===== src/rtl/ahb_slave_mem_interface.sv =====
// AHB-Lite slave backed by a small register-file memory.
// Programmable wait states, two-cycle ERROR response, write-to-read forwarding.
module ahb_slave_mem_interface #(
  parameter int MEM_DEPTH   = 16,
  parameter int WAIT_CYCLES = 1
) (
  input  logic        hclk,
  input  logic        hresetn,
  input  logic        hsel,
  input  logic [31:0] haddr,
  input  logic        hwrite,
  input  logic [1:0]  htrans,
  input  logic [31:0] hwdata,
  output logic [31:0] hrdata,
  output logic        hready,
  output logic [1:0]  hresp
);

  typedef enum logic [2:0] {
    S_IDLE,
    S_WAIT,
    S_XFER,
    S_ERR1,
    S_ERR2
  } state_e;

  localparam int AW = (MEM_DEPTH > 2) ? $clog2(MEM_DEPTH) : 1;
  localparam logic [3:0] WLOAD =
    (WAIT_CYCLES > 0) ? 4'(WAIT_CYCLES - 1) : 4'd0;

  state_e        state_q;
  logic [3:0]    cnt_q;
  logic [AW-1:0] idx_q;
  logic          wr_q;
  logic [31:0]   rdata_q;
  logic [31:0]   mem_q [MEM_DEPTH];

  logic          accept;
  logic          bad;
  logic          commit;
  logic [AW-1:0] ld_idx;
  logic [31:0]   rdata_d;

  always_comb begin
    accept = hsel && htrans[1] &&
             (state_q == S_IDLE || state_q == S_XFER ||
              state_q == S_ERR2);
    bad    = (haddr[1:0] != 2'b00) ||
             (haddr[31:2] >= 30'(MEM_DEPTH));
    commit = (state_q == S_XFER) && wr_q;
    ld_idx = (state_q == S_WAIT) ? idx_q : haddr[AW+1:2];
    // A read landing on the word being committed this edge sees the new data
    rdata_d = (commit && ld_idx == idx_q) ? hwdata : mem_q[ld_idx];
  end

  always_ff @(posedge hclk) begin
    if (!hresetn) begin
      state_q <= S_IDLE;
      cnt_q   <= 4'd0;
      idx_q   <= '0;
      wr_q    <= 1'b0;
      rdata_q <= 32'd0;
      for (int i = 0; i < MEM_DEPTH; i++) mem_q[i] <= 32'd0;
    end else begin
      if (commit) mem_q[idx_q] <= hwdata;
      case (state_q)
        S_IDLE, S_XFER, S_ERR2: begin
          if (accept) begin
            idx_q <= haddr[AW+1:2];
            wr_q  <= hwrite;
            if (bad) begin
              state_q <= S_ERR1;
            end else if (WAIT_CYCLES == 0) begin
              state_q <= S_XFER;
              if (!hwrite) rdata_q <= rdata_d;
            end else begin
              state_q <= S_WAIT;
              cnt_q   <= WLOAD;
            end
          end else begin
            state_q <= S_IDLE;
          end
        end
        S_WAIT: begin
          if (cnt_q == 4'd0) begin
            state_q <= S_XFER;
            if (!wr_q) rdata_q <= rdata_d;
          end else begin
            cnt_q <= cnt_q - 4'd1;
          end
        end
        S_ERR1:  state_q <= S_ERR2;
        default: state_q <= S_IDLE;
      endcase
    end
  end

  assign hrdata = rdata_q;
  assign hready = !(state_q == S_WAIT || state_q == S_ERR1);
  assign hresp  = (state_q == S_ERR1 || state_q == S_ERR2) ?
                  2'b01 : 2'b00;

endmodule


===== config.mk =====
export PLATFORM = sky130hd
export DESIGN_NAME = ahb_slave_mem_interface
export DESIGN_NICKNAME = d
export VERILOG_FILES = /design/src/rtl/ahb_slave_mem_interface.sv
export SDC_FILE = /design/constraint.sdc
export NUM_CORES = 1
export LEC_CHECK = 0
export BUFFER_PORTS_ARGS = -buffer_cell sky130_fd_sc_hd__buf_2
export CAP_MARGIN = 40
export CORE_AREA = 3 3 272 194
export DETAILED_ROUTE_END_ITERATION = 8
export DIE_AREA = 0 0 275 197
export PLACE_DENSITY = 0.69
export SKIP_CTS_REPAIR_TIMING = 1
export SYNTH_ARGS = -nofsm -noshare
export SYNTH_HDL_FRONTEND = slang
export SYNTH_SLANG_ARGS = --single-unit

===== constraint.sdc =====
create_clock -name hclk -period 10.6 [get_ports hclk]
set_input_delay 0.53 -clock hclk [delete_from_list [all_inputs] [get_ports hclk]]
set_output_delay 0.53 -clock hclk [all_outputs]
set_load 0.05 [all_outputs]

# Word-level counts from Yosys, hierarchy flattened
# Memory sizes are Yosys's and may differ from the RTL's. A register that Yosys moved wholly into a read port is not among the register bits.
# Index checks and enable logic that the tools add are counted.
# word_totals
register_bits	12
ram_bits	512
input_bits	70
wordCells	52
mem_count	1
# classes
addsub	1
n_lt_le_gt_ge	1
eq_ne	8
muxes	17
n_bitwise	1
reduce_logical	19
# memory_table
memory	depth	width	rd	rd_ports_with_merged_regs	wr	line	rtl
mem_q	16	32	1	1	16	36	logic [31:0] mem_q [MEM_DEPTH];
# op_table
operator	count
$mux W32	1
$reduce_or A32 Y1	1
$ge A30 B5 Y1 const B	1
$mux W4	5
$pmux W3 S3	1
$pmux W4 S2	1
$eq A3 B2 Y1 const B	2
$mux W1	6
$mux W3	2
$ne A2 B2 Y1 const B	3
$logic_or A1 B1 Y1	5
$logic_not A4 Y1	1
$reduce_and A4 Y1	1
$reduce_bool A2 Y1	2
$sub A4 B1 Y4 const B	1
$eq A3 B1 Y1 const B	1
$eq A3 B3 Y1 const B	1
$logic_and A1 B1 Y1	3
$logic_not A3 Y1	1
$reduce_and A3 Y1	1
$reduce_or A3 Y1	1
$logic_not A1 Y1	2
$mux W2	1
$ne A2 B1 Y1 const B	1
other kinds (2)	2

# Depth between registers and ports, before layout
# Gate-level depths: netlist of the first run.
# depth
word_depth	7
mapped_depth	10
mapped_depth_nobuf	7

# Worst setup path after synthesis of the first run
# Ideal clock, no wire load.
# synth_path
kind	input-to-reg
startpoint	in hresetn
endpoint	mem mem_q[5][0], enable pin
setup_ns	0.466
arrival_ns	3.927
path_slack_ns	6.207
stages	5
path_buffers	1
cell_sequence	nand2_1 or4b_1 or3b_1 clkbuf_1 o21ai_0
# synth_rtl
item	line	rtl
start: declaration	8	input logic hresetn,
end: declaration	36	

==> impl_metrics.xml, run 1 <==
<?xml version="1.0" encoding="UTF-8"?>
<metrics>
  <group name="synth">
    <metric name="fraction_of_the_yosys_area_taken_by_sequential_cells" unit="%">64.8</metric>
    <metric name="synth_async_sr_flop_share" unit="%">0</metric>
    <metric name="top_post_synthesis_cells_by_count" unit="">sky130_fd_sc_hd__and2_1 (536), sky130_fd_sc_hd__edfxtp_1 (512), sky130_fd_sc_hd__mux2i_1 (167)</metric>
    <metric name="synthesis.area_per_instance" unit="um2">13.3</metric>
    <metric name="synth_top_cell_area_share" unit="%">61.3</metric>
    <metric name="yosys_register_bits" unit="">556</metric>
    <metric name="synthesis.yosys.warnings" unit="">0</metric>
    <metric name="syn_inst" unit="">1891</metric>
    <metric name="yosysTopAreaCell" unit="">sky130_fd_sc_hd__edfxtp_1</metric>
    <metric name="syn_nets" unit="">1963</metric>
    <metric name="ys_top_cells_by_area" unit="">sky130_fd_sc_hd__edfxtp_1 (61%), sky130_fd_sc_hd__and2_1 (13%), sky130_fd_sc_hd__mux2i_1 (6.7%)</metric>
    <metric name="synth-edff-count" unit="">512</metric>
    <metric name="postSynth.topFlopCell" unit="">sky130_fd_sc_hd__edfxtp_1</metric>
    <metric name="synth_area" unit="um2">25100</metric>
    <metric name="synth_most_common_cell" unit="">sky130_fd_sc_hd__and2_1</metric>
    <metric name="synth_cell_type_count" unit="">57</metric>
  </group>
  <group name="floorplanning">
    <metric name="design.core.area" unit="um2">50400</metric>
    <metric name="die_w" unit="um">275</metric>
    <metric name="ioPinCount" unit="">105</metric>
    <metric name="rows" unit="">69</metric>
    <metric name="die-area" unit="um2">54200</metric>
    <metric name="die_y" unit="um">197</metric>
    <metric name="initial_core_util" unit="%">49.8</metric>
  </group>
  <group name="pwr">
    <metric name="internal_power" unit="mW">3.67</metric>
    <metric name="power_frac_clock" unit="%">40.8</metric>
    <metric name="peakVddDrop" unit="mV">0.116</metric>
    <metric name="total_power" unit="mW">4.71</metric>
    <metric name="switching_share" unit="%">22.2</metric>
    <metric name="pwr_density_cell" unit="nW/um2">167</metric>
    <metric name="total_switching_power" unit="mW">1.05</metric>
    <metric name="seq_power_share" unit="%">52.8</metric>
    <metric name="share_comb_of_total_power" unit="%">6.4</metric>
    <metric name="total_leakage_power" unit="nW">10.8</metric>
  </group>
  <group name="setup_path">
    <metric name="timing.setup.critical_path_class" unit="">primary input to flip-flop</metric>
    <metric name="critical_path.max_stage_delay" unit="ns">0.68</metric>
    <metric name="setup.worst_path.start" unit="">hresetn</metric>
    <metric name="setup.worst_path.end_class" unit="">flip-flop</metric>
    <metric name="slowest_stage" unit="">sky130_fd_sc_hd__or3b_1</metric>
    <metric name="worstPathRequired" unit="ns">10.83</metric>
    <metric name="critical_path.startpoint_type" unit="">primary input</metric>
    <metric name="crit_reg_reg_endpoint" unit="">hrdata[13]</metric>
    <metric name="r2r_setup_slack" unit="ns">6.95</metric>
    <metric name="critPathCapture" unit="">mem_q[4][5]</metric>
    <metric name="critical_path_arrival" unit="ns">3.93</metric>
    <metric name="crit_cells" unit="">9</metric>
    <metric name="critPathMaxFanout" unit="">46</metric>
    <metric name="reg2reg_depth" unit="">8</metric>
    <metric name="critical_path.cell_chain" unit="">buf_2 -&gt; buf_4 -&gt; buf_16 -&gt; nand2_1 -&gt; or4b_1 -&gt; or3b_1 -&gt; nor3_4 -&gt; nand2b_2 -&gt; buf_4</metric>
    <metric name="cp.buffers_inverters" unit="">4</metric>
    <metric name="worstReg2RegStart" unit="">cnt_q[0]</metric>
    <metric name="timing.critical_path.max_delay_family" unit="">simple AND/OR/NAND/NOR gates</metric>
    <metric name="path_common_cell" unit="">sky130_fd_sc_hd__buf_4</metric>
  </group>
  <group name="grt">
    <metric name="largest_net_degree_at_the_start_of_global_routing" unit="">57</metric>
    <metric name="first_pass_grt_wire_length" unit="um">104000</metric>
    <metric name="globalRouteOverflowTotal" unit="">0</metric>
    <metric name="number_of_antenna_violations_at_the_first_check_in_global_routing" unit="">5</metric>
    <metric name="via_count_of_the_first_global_routing_pass" unit="">15700</metric>
    <metric name="grt_util_overall" unit="%">26.2</metric>
  </group>
  <group name="cells_and_area">
    <metric name="post-route-cell-area" unit="um2">28200</metric>
    <metric name="fin_cells" unit="">2657</metric>
    <metric name="post_route_cells_drive_above_1_share" unit="%">14.4</metric>
    <metric name="fillers" unit="">4097</metric>
    <metric name="post-route-util" unit="%">55.9</metric>
    <metric name="final_net_count" unit="">2010</metric>
    <metric name="syn_to_final_growth" unit="%">12.4</metric>
    <metric name="multiInputGateArea" unit="um2">8310</metric>
    <metric name="ff_latch_area" unit="um2">16300</metric>
  </group>
  <group name="clock_network">
    <metric name="cts_sinks" unit="">556</metric>
    <metric name="cts_inserted_buffers" unit="">52</metric>
    <metric name="maximum_number_of_buffers_from_clock_root_to_sink" unit="">3</metric>
    <metric name="clk-insertion-delay-late" unit="ns">0.57</metric>
    <metric name="tritoncts" unit="">yes</metric>
    <metric name="cts_root_buffer_type" unit="">sky130_fd_sc_hd__clkbuf_16</metric>
    <metric name="path_clk_slew" unit="ns">0.06</metric>
    <metric name="h-tree-depth" unit="">2</metric>
  </group>
  <group name="sta">
    <metric name="final.period_utilization" unit="%">34.9</metric>
    <metric name="finalHoldViolations" unit="">0</metric>
    <metric name="fin_crit" unit="ns">3.70</metric>
    <metric name="worst_hold_slack" unit="ns">0.209</metric>
    <metric name="report.final.slew_viol_count" unit="">0</metric>
    <metric name="rsz0062_at_grt" unit="">no</metric>
    <metric name="tightestPinTransition" unit="ns">0.897</metric>
    <metric name="number_of_setup_violations_in_the_final_report" unit="">0</metric>
    <metric name="worst_clock_skew" unit="ns">0.0137</metric>
    <metric name="max-slew-margin-rel" unit="%">40.0</metric>
    <metric name="setup_slack" unit="ns">6.90</metric>
    <metric name="final.setup.tns" unit="ns">0</metric>
    <metric name="maxClockFrequency" unit="MHz">270</metric>
  </group>
  <group name="placement">
    <metric name="globalplace.congestion" unit="">0.796</metric>
    <metric name="place_ws" unit="ns">6.33</metric>
    <metric name="place.detailed.instances" unit="">2558</metric>
    <metric name="place_hpwl" unit="um">41200</metric>
    <metric name="numPortBuffers" unit="">102</metric>
    <metric name="placedInstanceArea" unit="um2">26500</metric>
  </group>
  <group name="detailed_routing">
    <metric name="detail_route.vias_per_cell" unit="">6.07</metric>
    <metric name="antenna_left" unit="">0</metric>
    <metric name="detailedRoute.firstPassIterationCount" unit="">6</metric>
    <metric name="vias" unit="">16100</metric>
    <metric name="detail_route.iter0.violations" unit="">2416</metric>
    <metric name="drc" unit="">0</metric>
    <metric name="wl_per_cell" unit="um">26.7</metric>
    <metric name="wl_final" unit="um">71000</metric>
  </group>
  <group name="run_status">
    <metric name="status" unit="">finished clean</metric>
  </group>
  <group name="min_path">
    <metric name="min_path_type" unit="">primary input to flip-flop</metric>
    <metric name="hold_path_depth" unit="">3</metric>
    <metric name="holdCritStartpoint" unit="">hwrite</metric>
  </group>
  <group name="job">
    <metric name="maxCapViolCount" unit="">0</metric>
  </group>
</metrics>
==> area by class of cell <==
cell class              count  share of cell area [%]
diodes                      3                  0.0266
clock buffers              76                    5.29
well taps                 674                    2.99
repair buffers            162                    3.60
flip-flops and latches    556                    57.6
multi-input cells        1158                    29.5
inverters                   8                   0.106
clock inverters            20                   0.887
==> registers in the layout (all words and copies together), names as in the netlist <==
register and flops:
wr_q 1, hrdata 32, idx_q 4, state_q 3, cnt_q 4, mem_q 512
==> logic make-up (layout without fill, tap and decap cells) <==
logic type	after synthesis	in the layout	synth area share, %
other	1	4	0.0149
XOR/XNOR	3	3	0.105
buffers and inverters	177	266	3.22
multiplexers	171	171	6.84
AND/OR/NAND/NOR	770	770	18.2
adder cells (fa/ha/maj)	2	2	0.0997
flip-flops	556	556	64.8
AO/OA/AOI/OAI	211	211	6.68
==> power by group through the flow <==
stage / registers (mW) / logic [mW] / clock network (mW)
floorplan: 2.55 / 0.161 / 0
global placement: 2.53 / 0.288 / 0
detailed placement: 2.54 / 0.296 / 0
CTS: 2.49 / 0.297 / 1.94
global route: 2.50 / 0.317 / 2.03
finish: 2.49 / 0.300 / 1.92
==> worst min path at each step <==
stage | to | slack (ns)
final | wr_q | 0.21
after detailed placement | wr_q | 0.52
after global placement | wr_q | 0.52
after CTS | wr_q | 0.19
after floorplan | wr_q | 0.46
after global routing | wr_q | 0.21
==> tightest hold or removal path, cell delays in order <==
cell	delay (ns)
sky130_fd_sc_hd__buf_2	0.10
sky130_fd_sc_hd__nand2_1	0.04
sky130_fd_sc_hd__a21boi_0	0.06
==> layer usage <==
layer	vias to the layer above	wire length [um]	track usage, %
met1	8058	30400	40.5
met5	-	0	0
li1	7002	-	-
met3	120	7990	4.28
met4	0	1630	6.72
met2	942	31000	38.8
==> cell usage in the layout (no fill, tap or decap), drive strengths merged, types with 5 or more instances in the layout <==
cell type  synthesis  final
a211oi            23     23
a21boi             7      7
a221oi            37     37
a222oi            37     37
a311oi            14     14
a31oi              5      5
a32oi              9      9
and2             536    536
and3              16     16
and4              14     14
and4b              5      5
buf               56    162
bufinv             0      6
clkbuf           113     76
clkinv             0     13
dfxtp             44     44
edfxtp           512    512
inv                8      8
mux2i            167    167
nand2            117    117
nand2b             7      7
nand3             21     21
nor2              22     22
nor3               7      7
nor4               9      9
o211a             15     15
o21ai             43     43
Note: power is estimated with default switching activity, not from simulation.
==> run 2, diff against run 1 <==
--- a/config.mk
+++ b/config.mk
@@ -10,7 +10,7 @@
 export CORE_AREA = 3 3 272 194
 export DETAILED_ROUTE_END_ITERATION = 8
 export DIE_AREA = 0 0 275 197
-export PLACE_DENSITY = 0.69
+export PLACE_DENSITY = 0.72
 export SKIP_CTS_REPAIR_TIMING = 1
 export SYNTH_ARGS = -nofsm -noshare
 export SYNTH_HDL_FRONTEND = slang
==> constraint.sdc (replaced) <==
create_clock -name hclk -period 3.4 [get_ports hclk]
set_input_delay 0.17 -clock hclk [delete_from_list [all_inputs] [get_ports hclk]]
set_output_delay 0.17 -clock hclk [all_outputs]
set_load 0.05 [all_outputs]
==> run 2 against run 1 <==
  * Final area up 1.2%
  * Worst setup slack worse by 6.5 ns
  * Largest power group unchanged
  * Sequential cell count unchanged
  * Core utilization up 0.70 points
  * Cell count up 1.4%
  * Combinational power rose to 3.3 times the previous value
  * Critical path type is now flip-flop to flip-flop
  * Wire length down 4.4%
  * Sequential share of layout area down 0.71 points
  * Total power rose to 3.1 times the previous value
  * Worst hold slack worse by 0.16 ns
  * Register-to-register slack worse by 6.6 ns
  * Clock-buffer cell count up 9
==> impl_metrics.xml, run 2 (same netlist as run 1, synthesis figures left out) <==
<?xml version="1.0" encoding="UTF-8"?>
<metrics>
  <group name="run_status">
    <metric name="status" unit="">finished clean</metric>
  </group>
  <group name="cells_and_area">
    <metric name="ff_latch_area" unit="um2">16300</metric>
    <metric name="post-route-cell-area" unit="um2">28600</metric>
    <metric name="fillers" unit="">3933</metric>
    <metric name="largest_reg_flops" unit="">512</metric>
    <metric name="final_net_count" unit="">2048</metric>
    <metric name="multiInputGateArea" unit="um2">8310</metric>
    <metric name="syn_to_final_growth" unit="%">13.9</metric>
    <metric name="mostFrequentLayoutCell" unit="">sky130_fd_sc_hd__and2_1</metric>
    <metric name="mostFrequentLayoutCells" unit="">sky130_fd_sc_hd__and2_1 (536), sky130_fd_sc_hd__edfxtp_1 (512), sky130_fd_sc_hd__mux2i_1 (166), sky130_fd_sc_hd__nand2_1 (117), sky130_fd_sc_hd__buf_2 (102)</metric>
    <metric name="post_route_cells_drive_above_1_share" unit="%">15.5</metric>
    <metric name="register_ranked_first_by_flip_flop_count" unit="">mem_q</metric>
  </group>
  <group name="placement">
    <metric name="place_hpwl" unit="um">41800</metric>
    <metric name="placedInstanceArea" unit="um2">26900</metric>
    <metric name="numPortBuffers" unit="">102</metric>
    <metric name="globalplace.congestion" unit="">0.818</metric>
  </group>
  <group name="grt">
    <metric name="first_pass_grt_wire_length" unit="um">100000</metric>
    <metric name="grt_util_overall" unit="%">24.8</metric>
    <metric name="largest_net_degree_at_the_start_of_global_routing" unit="">60</metric>
    <metric name="globalRouteOverflowTotal" unit="">0</metric>
    <metric name="via_count_of_the_first_global_routing_pass" unit="">15700</metric>
    <metric name="number_of_antenna_violations_at_the_first_check_in_global_routing" unit="">3</metric>
  </group>
  <group name="detailed_routing">
    <metric name="detail_route.vias_per_cell" unit="">5.99</metric>
    <metric name="wl_final" unit="um">67900</metric>
    <metric name="antenna_left" unit="">0</metric>
    <metric name="detail_route.iter0.violations" unit="">2210</metric>
    <metric name="detailedRoute.firstPassIterationCount" unit="">6</metric>
    <metric name="drc" unit="">0</metric>
    <metric name="vias" unit="">16100</metric>
    <metric name="wl_per_cell" unit="um">25.2</metric>
  </group>
  <group name="job">
    <metric name="maxCapViolCount" unit="">0</metric>
  </group>
  <group name="sta">
    <metric name="max-slew-margin-rel" unit="%">50.0</metric>
    <metric name="maxClockFrequency" unit="MHz">332</metric>
    <metric name="final.setup.tns" unit="ns">0</metric>
    <metric name="worst_clock_skew" unit="ns">0.0225</metric>
    <metric name="rsz0062_at_grt" unit="">no</metric>
    <metric name="tightestPinTransition" unit="ns">0.749</metric>
    <metric name="number_of_setup_violations_in_the_final_report" unit="">0</metric>
    <metric name="final.period_utilization" unit="%">88.7</metric>
    <metric name="finalHoldViolations" unit="">0</metric>
    <metric name="report.final.slew_viol_count" unit="">0</metric>
    <metric name="fin_crit" unit="ns">3.01</metric>
  </group>
  <group name="clock_network">
    <metric name="clk-insertion-delay-late" unit="ns">0.58</metric>
    <metric name="cts_inserted_buffers" unit="">51</metric>
    <metric name="path_clk_slew" unit="ns">0.06</metric>
    <metric name="h-tree-depth" unit="">2</metric>
    <metric name="tritoncts" unit="">yes</metric>
    <metric name="cts_root_buffer_type" unit="">sky130_fd_sc_hd__clkbuf_16</metric>
    <metric name="cts_sinks" unit="">556</metric>
    <metric name="maximum_number_of_buffers_from_clock_root_to_sink" unit="">3</metric>
  </group>
  <group name="setup_path">
    <metric name="critical_path_arrival" unit="ns">3.29</metric>
    <metric name="worstPathRequired" unit="ns">3.68</metric>
    <metric name="worstReg2RegStart" unit="">state_q[1]</metric>
    <metric name="r2r_setup_slack" unit="ns">0.39</metric>
    <metric name="critical_path.startpoint_type" unit="">flip-flop</metric>
    <metric name="setup.worst_path.end_class" unit="">flip-flop</metric>
    <metric name="critPathMaxFanout" unit="">13</metric>
    <metric name="reg2reg_depth" unit="">6</metric>
    <metric name="setup.worst_path.start" unit="">state_q[1]</metric>
    <metric name="timing.setup.critical_path_class" unit="">flip-flop to flip-flop</metric>
    <metric name="crit_reg_reg_endpoint" unit="">mem_q[8][29]</metric>
  </group>
  <group name="min_path">
    <metric name="holdCritStartpoint" unit="">hwdata[11]</metric>
    <metric name="min_path_type" unit="">primary input to flip-flop</metric>
    <metric name="hold_path_end" unit="">mem_q[8][11]</metric>
    <metric name="hold_path_depth" unit="">2</metric>
  </group>
  <group name="pwr">
    <metric name="peakVddDrop" unit="mV">0.316</metric>
    <metric name="total_leakage_power" unit="nW">11.0</metric>
    <metric name="pwr_density_cell" unit="nW/um2">505</metric>
  </group>
  <group name="floorplanning">
    <metric name="ioPinCount" unit="">105</metric>
    <metric name="rows" unit="">69</metric>
    <metric name="die_y" unit="um">197</metric>
    <metric name="die_w" unit="um">275</metric>
    <metric name="die-area" unit="um2">54200</metric>
    <metric name="design.core.area" unit="um2">50400</metric>
    <metric name="initial_core_util" unit="%">49.8</metric>
  </group>
</metrics>
[run 2: cell types whose count changed in the layout (fill, tap and decap cells not counted), sizes merged, moves of 3 or more]
cell and change:
bufinv -3, buf +33, clkinv -9, clkbuf +9, dlygate4sd3 +6
[run 2: worst max-delay path: stages, from the launching register on]
cell and delay (ns):
sky130_fd_sc_hd__dfxtp_1 0.49, sky130_fd_sc_hd__nand2_1 0.12, sky130_fd_sc_hd__or4b_1 0.61, sky130_fd_sc_hd__or3b_1 0.64, sky130_fd_sc_hd__nor3_4 0.21, sky130_fd_sc_hd__nand2b_2 0.42, sky130_fd_sc_hd__buf_12 0.22
[run 2: how the worst max path moves through the flow]
stage                        end  slack, ns  depth (start not counted)
floorplan           mem_q[11][0]      -0.85                          6
global placement    mem_q[8][21]       0.49                          6
detailed placement  mem_q[8][21]       0.44                          6
CTS                 mem_q[8][29]       0.42                          6
global route        mem_q[8][29]       0.32                          6
finish              mem_q[8][29]       0.39                          6
[run 2: routing by layer]
layer / share of wire [%] / wire length (um) / up-vias / track usage [%]
met1: 42 / 28400 / 7965 / 36.9
met5: 0 / 0 / - / 0
met2: 44 / 29600 / 946 / 36.8
li1: - / - / 7065 / -
met3: 11 / 7560 / 154 / 4.58
met4: 3.4 / 2330 / 0 / 8.48
[run 2: final cells by class]
cell class,instances,area share (%)
Clock buffer,85,5.27
Clock inverter,9,0.442
Timing Repair Buffer,201,5.21
Inverter,8,0.105
Sequential cell,556,56.9
Antenna cell,2,0.0175
Multi-Input combinational cell,1158,29.1
Tap cell,674,2.95
[run 2: where the power goes]
part / leakage [nW] / internal, mW / total (mW) / switching [mW]
Combinational: 4.54 / 0.301 / 0.976 / 0.675
Sequential: 5.64 / 7.67 / 7.76 / 0.0897
Clock: 0.791 / 3.23 / 5.68 / 2.44
Total: 11.0 / 11.2 / 14.4 / 3.21
[run 2: stage by stage]
stage / setup slack [ns] / hold slack, ns / utilization, % / std cells / total power, mW
3_3_place_gp: 0.491 / 0.442 / 53.2 / 2590 / 8.83
4_1_cts: 0.416 / -0.143 / 56.5 / 2685 / 14.5
5_1_grt: 0.318 / 0.0613 / 56.6 / 2693 / 14.8
2_1_floorplan: -0.850 / 0.306 / - / 1891 / 8.46
6_report: 0.386 / 0.0504 / 56.6 / 2693 / 14.4
3_5_place_dp: 0.436 / 0.447 / 53.3 / 2591 / 8.87
